--- config.mk ---
export PLATFORM = sky130hd
export DESIGN_NAME = serdes_rx_flat
export DESIGN_NICKNAME = d
export VERILOG_FILES = /design/src/rtl/serdes_pkg.sv /design/src/rtl/serdes_rx_if.sv /design/src/rtl/serdes_sync2.sv /design/src/rtl/serdes_rx.sv /design/src/flat_wrapper.sv
export SDC_FILE = /design/constraint.sdc
export NUM_CORES = 1
export LEC_CHECK = 0
export ABC_AREA = 1
export CAP_MARGIN = 20
export CELL_PAD_IN_SITES_DETAIL_PLACEMENT = 1
export CELL_PAD_IN_SITES_GLOBAL_PLACEMENT = 1
export CORE_MARGIN = 8
export CORE_UTILIZATION = 40
export CTS_CLUSTER_DIAMETER = 100
export DETAILED_ROUTE_END_ITERATION = 10
export GPL_ROUTABILITY_DRIVEN = 0
export HOLD_SLACK_MARGIN = 0.06
export PLACE_DENSITY_LB_ADDON = 0.1
export SYNTH_ARGS = -nofsm -noshare
export SYNTH_HDL_FRONTEND = slang
export SYNTH_SLANG_ARGS = --single-unit
--- constraint.sdc ---
create_clock -name CLOCK_50 -period 1.9 [get_ports CLOCK_50]
set_clock_uncertainty 0.15 [all_clocks]
set_input_delay 0.19 -clock CLOCK_50 [delete_from_list [all_inputs] [get_ports CLOCK_50]]
set_output_delay 0.19 -clock CLOCK_50 [all_outputs]
set_load 0.03 [all_outputs]
--- src/rtl/serdes_pkg.sv ---
// rtl/serdes_pkg.sv - shared serial frame constants, RX state encoding, parity helper
package serdes_pkg;

  localparam logic START_BIT = 1'b0;
  localparam logic STOP_BIT  = 1'b1;
  localparam int   DATA_W    = 8;

  typedef enum logic [2:0] {
    ST_WAIT_HIGH,
    ST_IDLE,
    ST_START,
    ST_DATA,
    ST_PARITY,
    ST_STOP
  } rx_state_t;

  // Even parity: the parity bit makes the total count of ones even.
  function automatic logic even_par(input logic [DATA_W-1:0] d);
    return ^d;
  endfunction

endpackage

--- src/rtl/serdes_rx_if.sv ---
// rtl/serdes_rx_if.sv - serial line in, received byte and status out
interface serdes_rx_if;
  import serdes_pkg::*;

  logic              Sin;
  logic [DATA_W-1:0] Pout;
  logic              valid;
  logic              err;
  logic              busy;

  modport master (output Sin, input Pout, input valid, input err, input busy);
  modport slave  (input Sin, output Pout, output valid, output err, output busy);

endinterface

--- src/rtl/serdes_sync2.sv ---
// rtl/serdes_sync2.sv - two-flop synchronizer that resets to the idle-high line level
module serdes_sync2 (
  input  logic i_clk,
  input  logic i_resetn,
  input  logic i_d,
  output logic o_q
);

  logic r_meta;
  logic r_q;

  always_ff @(posedge i_clk) begin
    if (!i_resetn) begin
      r_meta <= 1'b1;
      r_q    <= 1'b1;
    end else begin
      r_meta <= i_d;
      r_q    <= r_meta;
    end
  end

  assign o_q = r_q;

endmodule

--- src/rtl/serdes_rx.sv ---
// rtl/serdes_rx.sv - oversampled UART-style frame receiver with parity and framing checks
module serdes_rx
  import serdes_pkg::*;
#(
  parameter int CLKS_PER_BIT = 4,
  parameter bit PARITY_EN    = 1'b1
) (
  input  logic        CLOCK_50,
  input  logic        resetN,
  serdes_rx_if.slave  bus
);

  localparam int H     = CLKS_PER_BIT / 2;
  localparam int CNT_W = (CLKS_PER_BIT > 2) ? $clog2(CLKS_PER_BIT) : 1;
  localparam logic [CNT_W-1:0] CNT_LAST = CNT_W'(CLKS_PER_BIT - 1);
  localparam logic [CNT_W-1:0] CNT_HALF = CNT_W'(H - 1);
  localparam logic [2:0]       IDX_LAST = 3'(DATA_W - 1);

  rx_state_t         r_state, w_state;
  logic [CNT_W-1:0]  r_cnt, w_cnt;
  logic [2:0]        r_idx, w_idx;
  logic [DATA_W-1:0] r_shift, w_shift;
  logic              r_perr, w_perr;
  logic [DATA_W-1:0] r_pout, w_pout;
  logic              r_valid, w_valid;
  logic              r_err, w_err;
  logic              w_s;
  logic              w_cnt_done;

  serdes_sync2 u_sync (
    .i_clk    (CLOCK_50),
    .i_resetn (resetN),
    .i_d      (bus.Sin),
    .o_q      (w_s)
  );

  assign w_cnt_done = (r_cnt == CNT_LAST);

  always_ff @(posedge CLOCK_50) begin
    if (!resetN) begin
      r_state <= ST_WAIT_HIGH;
      r_cnt   <= '0;
      r_idx   <= '0;
      r_shift <= '0;
      r_perr  <= 1'b0;
      r_pout  <= '0;
      r_valid <= 1'b0;
      r_err   <= 1'b0;
    end else begin
      r_state <= w_state;
      r_cnt   <= w_cnt;
      r_idx   <= w_idx;
      r_shift <= w_shift;
      r_perr  <= w_perr;
      r_pout  <= w_pout;
      r_valid <= w_valid;
      r_err   <= w_err;
    end
  end

  always_comb begin
    w_state = r_state;
    w_cnt   = r_cnt;
    w_idx   = r_idx;
    w_shift = r_shift;
    w_perr  = r_perr;
    w_pout  = r_pout;
    w_valid = 1'b0;
    w_err   = r_err;

    case (r_state)
      // A line held low (break) must return high before a new start is accepted.
      ST_WAIT_HIGH: begin
        if (w_s) w_state = ST_IDLE;
      end

      ST_IDLE: begin
        if (w_s == START_BIT) begin
          w_cnt   = '0;
          w_state = ST_START;
        end
      end

      ST_START: begin
        if (r_cnt == CNT_HALF) begin
          if (w_s != START_BIT) begin
            w_state = ST_IDLE;
          end else begin
            w_cnt   = '0;
            w_idx   = '0;
            w_perr  = 1'b0;
            w_state = ST_DATA;
          end
        end else begin
          w_cnt = r_cnt + 1'b1;
        end
      end

      ST_DATA: begin
        if (w_cnt_done) begin
          w_shift[r_idx] = w_s;
          w_cnt          = '0;
          if (r_idx == IDX_LAST) w_state = PARITY_EN ? ST_PARITY : ST_STOP;
          else                   w_idx   = r_idx + 1'b1;
        end else begin
          w_cnt = r_cnt + 1'b1;
        end
      end

      ST_PARITY: begin
        if (w_cnt_done) begin
          w_perr  = w_s ^ even_par(r_shift);
          w_cnt   = '0;
          w_state = ST_STOP;
        end else begin
          w_cnt = r_cnt + 1'b1;
        end
      end

      // Leaving to IDLE mid-stop-bit lets a back-to-back start edge be caught.
      ST_STOP: begin
        if (w_cnt_done) begin
          w_cnt = '0;
          if (w_s != STOP_BIT) begin
            w_err   = 1'b1;
            w_state = ST_WAIT_HIGH;
          end else if (r_perr) begin
            w_err   = 1'b1;
            w_state = ST_IDLE;
          end else begin
            w_pout  = r_shift;
            w_valid = 1'b1;
            w_err   = 1'b0;
            w_state = ST_IDLE;
          end
        end else begin
          w_cnt = r_cnt + 1'b1;
        end
      end

      default: w_state = ST_WAIT_HIGH;
    endcase
  end

  assign bus.Pout  = r_pout;
  assign bus.valid = r_valid;
  assign bus.err   = r_err;
  assign bus.busy  = !((r_state == ST_WAIT_HIGH) || (r_state == ST_IDLE));

endmodule

--- src/flat_wrapper.sv ---
// flat-port wrapper written by rule: the top's interface ports become plain ports
module serdes_rx_flat import serdes_pkg::*;
#(
  parameter int CLKS_PER_BIT = 4,
  parameter bit PARITY_EN    = 1'b1
)
  (CLOCK_50, resetN, bus_Sin, bus_Pout, bus_valid, bus_err, bus_busy);
  serdes_rx_if bus_i ();
  input  logic CLOCK_50;
  input  logic resetN;
  input wire logic [$bits(bus_i.Sin)-1:0] bus_Sin;
  output wire logic [$bits(bus_i.Pout)-1:0] bus_Pout;
  output wire logic [$bits(bus_i.valid)-1:0] bus_valid;
  output wire logic [$bits(bus_i.err)-1:0] bus_err;
  output wire logic [$bits(bus_i.busy)-1:0] bus_busy;
  assign bus_i.Sin = bus_Sin;
  assign bus_Pout = bus_i.Pout;
  assign bus_valid = bus_i.valid;
  assign bus_err = bus_i.err;
  assign bus_busy = bus_i.busy;
  serdes_rx #(.CLKS_PER_BIT(CLKS_PER_BIT), .PARITY_EN(PARITY_EN)) u_core (.CLOCK_50(CLOCK_50), .resetN(resetN), .bus(bus_i));
endmodule
; After elaboration in Yosys (flattened, before gate mapping)
; Index checks and enable logic that the tools add are counted.
[word_totals]
regBits = 29
in_bits = 3
out_inout_bits = 11
elab_cells = 78
[classes]
n_addsub = 2
n_lt_le_gt_ge = 2
eq_ne = 17
n_mux = 29
n_bitwise = 2
n_reduce_logical = 16
[ops]
columns = cell, n
row1 = 2-to-1 mux 3 bit, 11
row2 = one-hot mux 3 bit (6 select lines), 1
row3 = AND reduction 4 bit, 3
row4 = != test 2 x 1 -> 1 bit (second input constant), 5
row5 = == test 3 bit (second input constant), 3
row6 = bitwise mux 8 bit, 1
row7 = 2-to-1 mux 1 bit, 8
row8 = 2-to-1 mux 2 bit, 4
row9 = != test 2 bit (second input constant), 4
row10 = parity 8 bit, 1
row11 = AND reduction 7 bit, 1
row12 = == test 3 x 2 -> 1 bit (second input constant), 2
row13 = one-hot mux 2 bit (3 select lines), 1
row14 = one-hot mux 3 bit (2 select lines), 1
row15 = AND reduction 5 bit, 1
row16 = < comparator 3 x 4 -> 1 bit (second input constant), 1
row17 = AND reduction 2 bit, 2
row18 = nonzero test 2 bit, 2
row19 = adder 3 x 1 -> 3 bit (second input constant), 1
row20 = demux 1 bit (select 3 bit), 1
row21 = == test 3 x 1 -> 1 bit (second input constant), 1
row22 = >= comparator 3 x 1 -> 1 bit (second input constant), 1
row23 = zero test 3 bit, 1
row24 = nonzero test 3 bit, 1
row25 = 10 further kinds, 10

; Logic depth before layout (Yosys ltp)
[depth]
ltp_word = 5
ltp_mapped = 10
mapped_depth_nobuf = 10

; Cells and area by module
; From an unflattened synthesis, not the netlist that was laid out.
[hier_totals]
cells_unflattened = 230
area_unflattened_um2 = 1535.2
[by_module_without_submodules]
columns = mod, instances, cells_each, area_per_inst_um2, seq_area_each_um2
row1 = serdes_rx, 1, 224, 1480.2, 540.5
row2 = serdes_sync2, 1, 6, 55.1, 40.0

; Least setup slack after synthesis
; No wires, ideal clock.
[synth_timing]
path_kind = reg-to-reg
startpoint = register u_core.r_cnt[0]
endpoint = register u_core.r_shift[3]
setup_time_ns = 0.132
t_arrival_ns = 1.280
required_time_ns = 1.618
setup_slack_ns = 0.338
stages_incl_launch_ff = 9
n_path_buf = 0
synth_period_minus_slack_ns = 1.562
cell_sequence = dfxtp_1 ha_1 inv_1 nor2_4 inv_4 nor2_8 inv_2 o21ai_1 a21oi_1
[synth_between]
elab_chain_cells = 2
[synth_rtl]
columns = item, line_no
row1 = "start, declared", serdes_rx.sv:20  ; logic [CNT_W-1:0] r_cnt, w_cnt;
row2 = "start signal, assigned", serdes_rx.sv:51  ; r_cnt <= w_cnt;
row3 = == test 2 bit, serdes_rx.sv:37  ; assign w_cnt_done = (r_cnt == CNT_LAST);
row4 = AND reduction 2 bit (no line), --
row5 = "end signal, assigned", serdes_rx.sv:53  ; r_shift <= w_shift;
row6 = "end, declared", serdes_rx.sv:22  ; logic [DATA_W-1:0] r_shift, w_shift;
; Every way passes these cells.
; A chain may end at the register's enable or synchronous reset.

; Worst setup path after layout
[layout_timing]
startpoint = register u_core.r_idx[1]
endpoint = register u_core.r_state[2]
[layout_between]
elab_chain_cells = 3
[layout_rtl]
columns = item, line_no
row1 = "start, declared", serdes_rx.sv:21  ; logic [2:0] r_idx, w_idx;
row2 = "start signal, assigned", serdes_rx.sv:52  ; r_idx <= w_idx;
row3 = == test 3 bit, serdes_rx.sv:103  ; if (r_idx == IDX_LAST) w_state = PARITY_EN ? ST_PARITY : ST_STOP;
row4 = != test 2 x 1 -> 1 bit (no line), --
row5 = AND reduction 7 bit (no line), --
row6 = "end signal, assigned", serdes_rx.sv:50  ; r_state <= w_state;
row7 = "end, declared", serdes_rx.sv:19  ; rx_state_t r_state, w_state;
; Every way passes these cells.

==> impl_results.md <==
* Post-route ant nets at 0
* Synth warnings at 0
* Final setup violation count at 0
* Mapped Cells at 224
* Final instance area at 1860 µm²
* Seq/Total Area, Yosys at 0.372
* Die H at 78.4 µm
* Cell Int Power at 0.00106 W
* Seq pwr share at 0.421
* First-pass GRT wire length at slightly above 7000 µm
* Worst Path Max Fanout at 6
* Cell Area, Synth at 1560 µm²
* Num CTS Buffers at 5
* CTS tree: built
* Syn Nets at 232
* Commonest cells after routing, fill and taps aside: 52 x nand2_1, 29 x inv_1, 29 x dfxtp_1
* Tcrit/Tclk final at 0.882
* Pwr/cell area at 889 nW/µm²
* CP required at 1920 ps
* Die width at around 80 µm
* Comb pwr share at 0.278
* Routed wire length at 4040 µm
* Layout net count at 254
* Initial DRC count at between 60 and 70
* Placed Area at around 1800 µm²
* Core area at between 3000 and 4000 µm²
* Setup CP Type: reg -> reg
* Max_cap viols at 0
* Area of the die at 6150 µm²
* Leak at 0.784 nW
* Tot Pwr at 0.00165 W
* Routed WL per cell at 13.7 µm
* Non-filler cells, final at 295
* Slew headroom at 0.737
* Clk pin slew, worst setup/hold paths at 70 ps
* Fin. Hold Viols at 0
* Total GRT Usage at 0.142
* Data arrival, critical path at 1700 ps
* Drt drc at 0
* Vias per cell at 5.11
* Hold Path Class: reg -> reg
* Overflow left after global routing at 0
* I/O Pins at 14
* Sw Ratio at 0.360
* Clock power frac at 0.301
* Postcts setup bufs at 0
* Vias in the first global route at 1605
* CTS max path bufs at 2
* Diodes inserted at 0
* Initial Utilization at 0.420
* Antenna violations before repair at 0
* Crit end category: flip-flop
* Synthesis-to-finish area growth at 19.2%
* Crit path time final at 1680 ps
* CTS Sinks at 29
* Mean post-synth cell area at 6.96 µm²
* Status: finished, final reports clean
* Slew Limit Fails at 0
* Commonest non-fill, non-tap cell in the layout: nand2_1
* Num rows at 22
* Share of cells above drive strength 1 at 0.138
* Pin count of the biggest net entering global routing at 14
* HPWL Detailed at 3180 µm
* Max VDD drop at 0.534 mV
* Critical Path Start Type: flip-flop
* Setup_tns at 0 ps
* Fmax at around 600 MHz
* Library cells used by synthesis at 27
* Root Driver: clkbuf_8
* Pre-CTS setup slack at 158 ps
* Yosys reg bits at 29
* Drt pass-1 iters at 4
* Clk_lat worst skew at 280 ps
* Final WS setup at 225 ps
* Unrepaired setup endpoints after global routing: no
* H-tree levels at 2
* Via count at around 1500
* Worst slew pin tran at just under 400 ps
* PortBufs at 13
* Cell count after placement at roughly 290
* P_sw at 0.000594 W
==> power groups by stage <==
stage	registers, W	clock network [W]	logic (W)
floorplan	0.000694	0	0.000341
global placement	0.000702	0	0.000444
detailed placement	0.000709	0	0.000461
CTS	0.000695	0.000522	0.000456
global route	0.000702	0.000549	0.000517
finish	0.000695	0.000498	0.000458
==> routing by layer <==
layer	vias to the layer above	GRT usage	part of all wire
met3	5	0.0501	0.038
met5	-	0	0
met2	17	0.240	0.48
met4	0	0.0370	0.0094
met1	723	0.165	0.47
li1	762	-	-
==> worst max-delay path: stages (launching register included) <==
cell and delay [ps]:
dfxtp_1 430, ha_1 180, ha_1 140, inv_1 40, nand2_1 110, o21ai_0 100
inv_1 80, nand2_1 120, o21ai_0 170, a21oi_1 50
==> registers in the layout (all words and copies together) (netlist names) <==
register	count
u_core.bus.err	1
u_core.r_idx	3
u_core.u_sync.o_q	1
u_core.bus.Pout	8
u_core.r_perr	1
u_core.r_shift	8
u_core.r_cnt	2
u_core.u_sync.r_meta	1
u_core.r_state	3
u_core.bus.valid	1
==> final timing paths <==
path	from	end	slack, ps	cells past startpoint
setup / recovery	u_core.r_idx[1]	u_core.r_state[2]	220	9
hold reg to reg	u_core.u_sync.r_meta	u_core.u_sync.o_q	270	1
hold / removal	u_core.u_sync.r_meta	u_core.u_sync.o_q	270	1
setup reg to reg	u_core.r_idx[1]	u_core.r_state[2]	220	9
==> final cells by class <==
type                            instances  area, µm²
Clock buffer                            5       68.8
Fill cell                             507       1860
Clock inverter                          3       17.5
Sequential cell                        29        581
Multi-Input combinational cell        156        823
Inverter                               35        134
Timing Repair Buffer                   19        174
Tap cell                               48       60.1
==> timing repair <==
item | 4_1_cts | 5_1_grt
hold buffers | 0 | 0
resized for setup | 1 | 1
gates cloned | 0 | 0
endpoints found under the setup margin | 1 | 1
pin swaps | 0 | 0
==> through the flow <==
step                utilization  hold slack (ps)
global route              0.500              305
global placement          0.476              245
floorplan                     -              147
detailed placement        0.476              255
CTS                       0.499              270
finish                    0.500              267
==> cells in the mapped netlist <==
cell type / instances / area share
buf_2: 1 / 0.0032
o21ai_1: 8 / 0.026
o21ai_0: 12 / 0.039
o31ai_1: 1 / 0.0048
or2_2: 2 / 0.0080
inv_4: 1 / 0.0040
inv_1: 29 / 0.070
nor2_8: 2 / 0.026
nor2_2: 1 / 0.0040
nor2_1: 20 / 0.048
nand2_1: 52 / 0.13
ha_1: 5 / 0.040
nand3_1: 24 / 0.077
a21oi_2: 1 / 0.0056
inv_2: 5 / 0.012
a21oi_1: 17 / 0.055
a221oi_1: 1 / 0.0056
nor2_4: 3 / 0.022
o21ai_2: 2 / 0.011
o21bai_1: 1 / 0.0048
dfxtp_1: 29 / 0.37
nand2_2: 1 / 0.0040
clkbuf_1: 2 / 0.0048
buf_6: 1 / 0.0072
o22ai_1: 1 / 0.0040
a31oi_1: 1 / 0.0040
nand4_4: 1 / 0.014
==> kinds of logic after synthesis <==
kind of cell,share of synthesized area
adder cells (fa/ha/maj),0.0401
buffers and inverters,0.101
flip-flops,0.372
AO/OA/AOI/OAI,0.159
AND/OR/NAND/NOR,0.327
(Power assumes the default switching activity.)
